<file path="src/rtl/load_use_scoreboard.sv">
// ID-stage load-use interlock: per-register pending-load counters, stall FSM and stall watchdog.
// Optional SCOREBOARD_PERF_EN adds a free-running stall_cycles counter output.

module load_use_reg_cnt #(
    parameter int CNT_W = 2
) (
    input  logic             clk,
    input  logic             reset,
    input  logic             inc,
    input  logic             done_hit,
    output logic             pend,
    output logic [CNT_W-1:0] eff
);

    logic [CNT_W-1:0] cnt;
    logic             dec;

    assign pend = (cnt != '0);
    assign dec  = done_hit & pend;
    // A load completing at WB this cycle is already forwardable, so it no longer blocks.
    assign eff  = cnt - CNT_W'(dec);

    always_ff @(posedge clk or posedge reset) begin
        if (reset)
            cnt <= '0;
        else if (inc & ~dec)
            cnt <= cnt + CNT_W'(1);
        else if (dec & ~inc)
            cnt <= cnt - CNT_W'(1);
    end

endmodule

module load_use_scoreboard #(
    parameter int CNT_W     = 2,
    parameter int MAX_STALL = 16
) (
    input  logic        clk,
    input  logic        reset,
    input  logic        ds_valid,
    input  logic [4:0]  ds_rf_raddr1,
    input  logic [4:0]  ds_rf_raddr2,
    input  logic        ds_use_r1,
    input  logic        ds_use_r2,
    input  logic        ds_rf_we,
    input  logic [4:0]  ds_rf_waddr,
    input  logic        ds_is_load,
    input  logic        es_allow_in,
    input  logic        ld_done,
    input  logic [4:0]  ld_done_waddr,
    output logic        stall,
    output logic        issue,
    output logic [31:0] pend_mask,
`ifdef SCOREBOARD_PERF_EN
    output logic [31:0] stall_cycles,
`endif
    output logic        in_stall,
    output logic        wdog_err
);

    localparam int SL_W = (MAX_STALL > 2) ? $clog2(MAX_STALL) : 1;
    localparam logic [SL_W-1:0] SL_MAX = SL_W'(MAX_STALL - 1);

    typedef enum logic {RUN, STALL} state_t;

    logic [31:0][CNT_W-1:0] eff_all;
    logic [31:0]            pend_vec;
    logic [31:0]            inc_vec;
    logic [31:0]            hit_vec;
    logic                   hz1, hz2, hzf;
    logic                   ld_alloc;

    state_t                 state;
    logic [SL_W-1:0]        stall_len;

    // r0 is hardwired zero and never tracked.
    assign eff_all[0]  = '0;
    assign pend_vec[0] = 1'b0;
    assign inc_vec[0]  = 1'b0;
    assign hit_vec[0]  = 1'b0;

    genvar gi;
    generate
        for (gi = 1; gi < 32; gi++) begin : g_reg
            assign inc_vec[gi] = ld_alloc & (ds_rf_waddr == 5'(gi));
            assign hit_vec[gi] = ld_done & (ld_done_waddr == 5'(gi));

            load_use_reg_cnt #(.CNT_W(CNT_W)) u_cnt (
                .clk      (clk),
                .reset    (reset),
                .inc      (inc_vec[gi]),
                .done_hit (hit_vec[gi]),
                .pend     (pend_vec[gi]),
                .eff      (eff_all[gi])
            );
        end
    endgenerate

    assign hz1 = ds_use_r1 & (ds_rf_raddr1 != 5'd0) & (eff_all[ds_rf_raddr1] != '0);
    assign hz2 = ds_use_r2 & (ds_rf_raddr2 != 5'd0) & (eff_all[ds_rf_raddr2] != '0);
    // A full counter would overflow on one more load to the same destination.
    assign hzf = ds_is_load & ds_rf_we & (ds_rf_waddr != 5'd0) & (eff_all[ds_rf_waddr] == '1);

    assign stall     = ds_valid & (hz1 | hz2 | hzf);
    assign issue     = ds_valid & ~stall & es_allow_in;
    assign ld_alloc  = issue & ds_is_load & ds_rf_we & (ds_rf_waddr != 5'd0);
    assign pend_mask = pend_vec;

    // stall_len counts consecutive stall cycles already seen, saturating at MAX_STALL-1.
    always_ff @(posedge clk or posedge reset) begin
        if (reset) begin
            state     <= RUN;
            in_stall  <= 1'b0;
            stall_len <= '0;
            wdog_err  <= 1'b0;
        end else begin
            if (stall && stall_len == SL_MAX)
                wdog_err <= 1'b1;
            case (state)
                RUN: begin
                    if (stall) begin
                        state     <= STALL;
                        in_stall  <= 1'b1;
                        stall_len <= (stall_len == SL_MAX) ? SL_MAX : stall_len + SL_W'(1);
                    end else begin
                        stall_len <= '0;
                    end
                end
                STALL: begin
                    if (stall) begin
                        stall_len <= (stall_len == SL_MAX) ? SL_MAX : stall_len + SL_W'(1);
                    end else begin
                        state     <= RUN;
                        in_stall  <= 1'b0;
                        stall_len <= '0;
                    end
                end
                default: begin
                    state     <= RUN;
                    in_stall  <= 1'b0;
                    stall_len <= '0;
                end
            endcase
        end
    end

`ifdef SCOREBOARD_PERF_EN
    always_ff @(posedge clk or posedge reset) begin
        if (reset)
            stall_cycles <= '0;
        else if (stall)
            stall_cycles <= stall_cycles + 32'd1;
    end
`endif

endmodule

</file>
<file path="config.mk">
export PLATFORM = sky130hd
export DESIGN_NAME = load_use_scoreboard
export DESIGN_NICKNAME = d
export VERILOG_FILES = /design/src/rtl/load_use_scoreboard.sv
export SDC_FILE = /design/constraint.sdc
export NUM_CORES = 1
export LEC_CHECK = 0
export CAP_MARGIN = 25
export CORE_ASPECT_RATIO = 0.9
export CORE_MARGIN = 2
export CORE_UTILIZATION = 45
export CTS_CLUSTER_SIZE = 40
export DETAILED_ROUTE_END_ITERATION = 10
export PLACE_DENSITY = 0.78
export RECOVER_POWER = 25
export SLEW_MARGIN = 20
export SYNTH_ARGS = -nofsm -noshare
export SYNTH_HDL_FRONTEND = slang
export SYNTH_SLANG_ARGS = --single-unit
</file>
<file path="constraint.sdc">
create_clock -name clk -period 4.1 [get_ports clk]
set_clock_uncertainty 0.15 [all_clocks]
set_input_delay 0.82 -clock clk [delete_from_list [all_inputs] [get_ports clk]]
set_output_delay 0.82 -clock clk [all_outputs]
set_load 0.05 [all_outputs]
</file>
## Word level (Yosys, flattened, before mapping)

Cells that the tools add are included.

- Output and inout bits: 36
- Bits in registers: 69
- Memory bits (read-only): 0
- Bits in latches: 0
- Word-level logic and storage cells: 575
- Bits in writable memories: 0
- Input port bits: 29
- Memories kept: 0

- $add $sub $neg: 94
- Eq/ne operators: 66
- Muxes and demuxes: 74
- Order comparisons: 3
- Div/mod/pow operators: 0
- Bitwise logic cells: 234
- Multiply operators: 0
- Reductions and logical operators: 69
- Shift operators: 0

Operators by type and width:

| kind | number |
|---|---|
| $and A1 B1 Y1 | 168 |
| $eq A5 B5 Y1 const B | 32 |
| $mux W2 | 65 |
| $reduce_bool A2 Y1 | 64 |
| $eq A5 B4 Y1 const B | 16 |
| $not A1 Y1 | 64 |
| $add A2 B1 Y2 const B | 31 |
| $sub A2 B1 Y2 | 31 |
| $sub A2 B1 Y2 const B | 31 |
| $eq A5 B3 Y1 const B | 8 |
| $bmux W2 S5 | 3 |
| $eq A5 B2 Y1 const B | 4 |
| $lt A5 B6 Y1 const B | 3 |
| $reduce_bool A5 Y1 | 3 |
| $eq A5 B1 Y1 const B | 2 |
| $mux W4 | 2 |
| $add A4 B1 Y4 const B | 1 |
| $eq A4 B4 Y1 const B | 1 |
| $ne A2 B2 Y1 const B | 2 |
| $mux W1 | 3 |
| $eq A2 B2 Y1 const B | 1 |
| $or A1 B1 Y1 | 2 |
| $pmux W1 S2 | 1 |
| $reduce_and A2 Y1 | 1 |
| $logic_and A1 B1 Y1 | 1 |

## Longest topological paths before layout

- Depth after elaboration: 22
- Gate-level depth with buffers: 19

## Cells and area by module

From an unflattened synthesis, not the netlist that was laid out.

- Cell total of the unflattened synthesis: 768
- Area total of the unflattened synthesis: 6412.4 µm²

By module, submodules not included:

| module | instances | area each (µm²) | cells an instance |
|---|---|---|---|
| load_use_reg_cnt | 31 | 138.9 | 15 |
| load_use_scoreboard | 1 | 2107.0 | 303 |

## Worst setup path after synthesis

OpenSTA, ideal clock, no wires.

- Path type: in2out
- From: input port ld_done_waddr[3]
- To: output port stall
- Arrival: 3.555 ns
- Stages on the path: 12
- Required time: 3.130 ns
- Path buffers: 1
- Path slack: -0.425 ns
- Cell sequence: clkbuf_1 > nand2_1 > or3_1 > inv_1 > ha_1 > mux4_2 > a221oi_2 > o32ai_1 > nor4_1 > a32oi_1 > o31a_4 > a21boi_4

- Word-level cells in the longest chain between the ends: 11
- Elaborated cells on any way between the ends: 139

RTL lines:

| what | line | RTL |
|---|---|---|
| start: declaration | 50 | `input logic [4:0] ld_done_waddr,` |
| $eq A5 B1 Y1 (tied with other cells) | 86 | `assign hit_vec[gi] = ld_done & (ld_done_waddr == 5'(gi));` |
| $and A1 B1 Y1 | 86 |  |
| $and A1 B1 Y1 | 19 | `assign dec = done_hit & pend;` |
| $sub A2 B1 Y2 | 21 | `assign eff = cnt - CNT_W'(dec);` |
| $bmux W2 S5 (on tied branches) | 99, 100 |  |
| $mux W2 (on tied branches) | 99, 100 |  |
| $reduce_bool A2 Y1 (on tied branches) | 99, 100 |  |
| $and A1 B1 Y1 (on tied branches) | 99, 100 |  |
| $or A1 B1 Y1 | 104 | `assign stall = ds_valid & (hz1 \| hz2 \| hzf);` |
| $or A1 B1 Y1 (*) | 104 |  |
| $and A1 B1 Y1 (*) | 104 |  |
| end: declaration | 51 | `output logic stall,` |

Mark *: on every way between the ends. The rest lies on a longest branch, timed or not. The select of a mux whose other input is x is not followed.

## Worst setup path in the final report

- From: input port ld_done_waddr[2]
- To: output port stall

The elaborated chain is that of the path after synthesis.

==> out/metrics.yaml <==
run_status:
  outcome: "finished with violations"
  violations: "max-capacitance violations, max-slew violations, negative setup slack"
route:
  firstDrtPassIters: 5
  drt-wirelength-per-cell_um: 18.72
  via_count: 6294
  met3_length_um: 1574
  wl_met2_um: 10030
  top_layer: "met4"
  wirelength_um: 21280
  post-route-drc-count: 0
  drt-initial-drc-count: 492
  antenna_left: 0
  wl_met1_um: 8841
  viasPerCell: 5.536
final_layout:
  drive_gt1_share_pct: 40.89
  layout_commonest_cell: "buf_4"
  layout.nets: 1031
  fillers: 1002
  antenna_cells: 0
  area_growth_pct: 48.82
  post-route-util_pct: 68.78
  final_cell_mix: "155 x buf_4, 72 x inv_1, 69 x dfrtp_1"
yosys:
  synth_edf_count: 0
  synth-seq-cells: 69
  postSynth.asyncResetShare_pct: 100.0
  synth.top_cells.by_area: "dfrtp_1 26%, ha_1 12%, xor2_1 8.7%"
  synth-main-ff-cell: "dfrtp_1"
  synth_top_area_cell: "dfrtp_1"
  seq_area_frac_synth_pct: 26.48
  yosys.area.top_type_share_pct: 26.48
  syn-num-nets: 834
  netlist_area_mm2: 0.006520
  synthCells: 742
  synth.distinct_cells: 67
  ys_warn_count: 0
  syn_avg_cell_area_um2: 8.787
hold_path:
  worstHoldStart: "stall_len[0]$_DFF_PP0_"
  min_path_cells: 1
  worstHoldPathType: "flop to flop"
  hold-path-endpoint: "stall_len[0]$_DFF_PP0_"
clock_network:
  cts.path.max_buffers: 2
  h-tree-depth: 3
  root_buffer: "clkbuf_16"
  cts_tree: "built"
  cts_sinks: 69
  clk_pin_slew_ns: 0.06
  cts_made_buffers: 9
  clk_latency_ns: 0.36
worst_setup_path:
  reg2reg_from: "g_reg[28].u_cnt.cnt[0]$_DFFE_PP0P_"
  r2r_end: "g_reg[15].u_cnt.cnt[1]$_DFFE_PP0P_"
  reg2reg_depth: 20
  end_kind: "output pin"
  crit_path_start_kind: "primary input"
  path_class: "primary input to output pin"
  r2r_slack_ns: -0.16
  worstPathRequired_ns: 3.13
  arrival_ns: 3.61
  cp_max_fo: 5
sta:
  slew_headroom_pct: -4.524
  drv_slew: 39
  rsz0062_at_grt: "yes"
  fin_crit_ns: 4.584
  period_share_pct: 111.8
  fmax_mhz: 218.1
  hold_viol: 0
  setup_viol: 64
  worst_slack_ns: -0.4843
  worst_pin_slew_ns: 1.566
  fin_setup_tns_ns: -14.32
grt:
  antenna_found_initial: 0
  first_global_vias: 6474
  grt_max_degree: 40
  track_usage_pct: 27.64
  grt_pass1_wl_um: 32920
  grt_overflow: 0
floorplanning:
  die_w_um: 130.9
  die_y_um: 118.2
  core_area_mm2: 0.01411
  die-area_mm2: 0.01547
  start_util_pct: 46.22
  ioPinCount: 65
  row_count: 41
power:
  intPower_mw: 2.298
  power_frac_comb_pct: 53.3
  leakagePower_nw: 4.767
  seqPwrFrac_pct: 25.4
  p_clk_share_pct: 21.4
  p_sw_share_pct: 43.09
  p_switching_mw: 1.740
  ir_drop_mv: 0.4038
  power_density_mw_per_mm2: 416.1
job:
  drv_cap: 1
placement:
  portBuffers: 63
  gp_congestion: 0.9481
  place_hpwl_um: 14870
kinds of logic after synthesis:
family,count (synthesis),synth area share (%)
XOR/XNOR,124,16.66
adder cells (fa/ha/maj),64,12.26
AO/OA/AOI/OAI,76,8.866
flip-flops,69,26.48
other,1,0.05752
buffers and inverters,134,9.960
multiplexers,12,3.013
AND/OR/NAND/NOR,262,22.70
cells in the mapped netlist, types with 9 or more instances:
| master | number |
|---|---|
| xor2_1 | 65 |
| xnor2_1 | 59 |
| buf_4 | 32 |
| ha_1 | 63 |
| o21ai_0 | 11 |
| a21oi_1 | 13 |
| or2_2 | 27 |
| nor3_1 | 18 |
| nor2_1 | 54 |
| nand2b_1 | 14 |
| clkbuf_1 | 10 |
| buf_2 | 9 |
| inv_1 | 76 |
| nand2_1 | 38 |
| nor4_1 | 10 |
| nand3_1 | 35 |
| dfrtp_1 | 69 |
| nor2b_1 | 12 |
| nor3_2 | 20 |
final cells by class:
class | instances | area, um^2 | area share (%)
inverter | 77 | 289.0 | 2.979
multi-input combinational | 540 | 4947 | 50.99
tap | 193 | 241.5 | 2.489
clock inverter | 7 | 100.1 | 1.032
sequential | 69 | 1727 | 17.80
clock buffer | 9 | 225.2 | 2.321
timing repair buffer | 242 | 2173 | 22.40
how the worst max path moves through the flow:
stage | startpoint | end | cells after the start
floorplan | ld_done_waddr[1] | stall | 12
global placement | ld_done | stall | 16
detailed placement | ld_done | stall | 16
CTS | ld_done_waddr[1] | stall | 15
global route | ld_done | stall | 15
finish | ld_done_waddr[2] | stall | 14
metrics by stage:
step	cell area, um^2	std cells	power [mW]	setup slack (ns)	hold WS [ns]
after floorplan	6618	742	2.384	-0.1567	0.2969
after global placement	8378	1099	2.938	-0.9753	0.3094
after detailed placement	8378	1099	2.973	-1.042	0.3172
after CTS	9309	1132	3.945	-0.5091	0.3314
after global routing	9703	1137	4.220	-0.6279	0.3539
final	9703	1137	4.038	-0.4843	0.3282
power groups by stage:
stage / logic, mW / clock network (mW) / registers [mW]
2_1_floorplan: 1.39 / 0 / 0.996
3_3_place_gp: 1.93 / 0 / 1.00
3_5_place_dp: 1.96 / 0 / 1.01
4_1_cts: 2.06 / 0.872 / 1.01
5_1_grt: 2.26 / 0.908 / 1.05
6_report: 2.15 / 0.862 / 1.02
what timing repair did:
action                     4_1_cts  5_1_grt
hold buffers                     0        0
setup buffers                   16        5
cloned                           2        0
pin swaps                       35       35
setup endpoints to repair       70       64
gates resized for setup        129       67
critical path, cell delays in order:
cell	delay, ns
buf_2	0.17
nand2_4	0.08
or3_4	0.41
inv_2	0.08
ha_4	0.20
mux4_2	0.50
a221oi_2	0.23
o32ai_2	0.12
nor4_1	0.30
a32oi_1	0.11
o31a_4	0.16
buf_6	0.12
a21boi_4	0.15
buf_12	0.15
state kept, by name, indices dropped and copies added (netlist names):
name / cells
state: 1
in_stall: 1
g.u_cnt.cnt: 62
wdog_err: 1
stall_len: 4
per-layer routing:
metal | vias up | GRT usage, %
met5 | - | 0
met4 | 0 | 9.707
met3 | 80 | 7.017
met2 | 281 | 44.17
met1 | 3043 | 36.15
li1 | 2890 | -
Note: power is estimated with default switching activity, not from simulation.
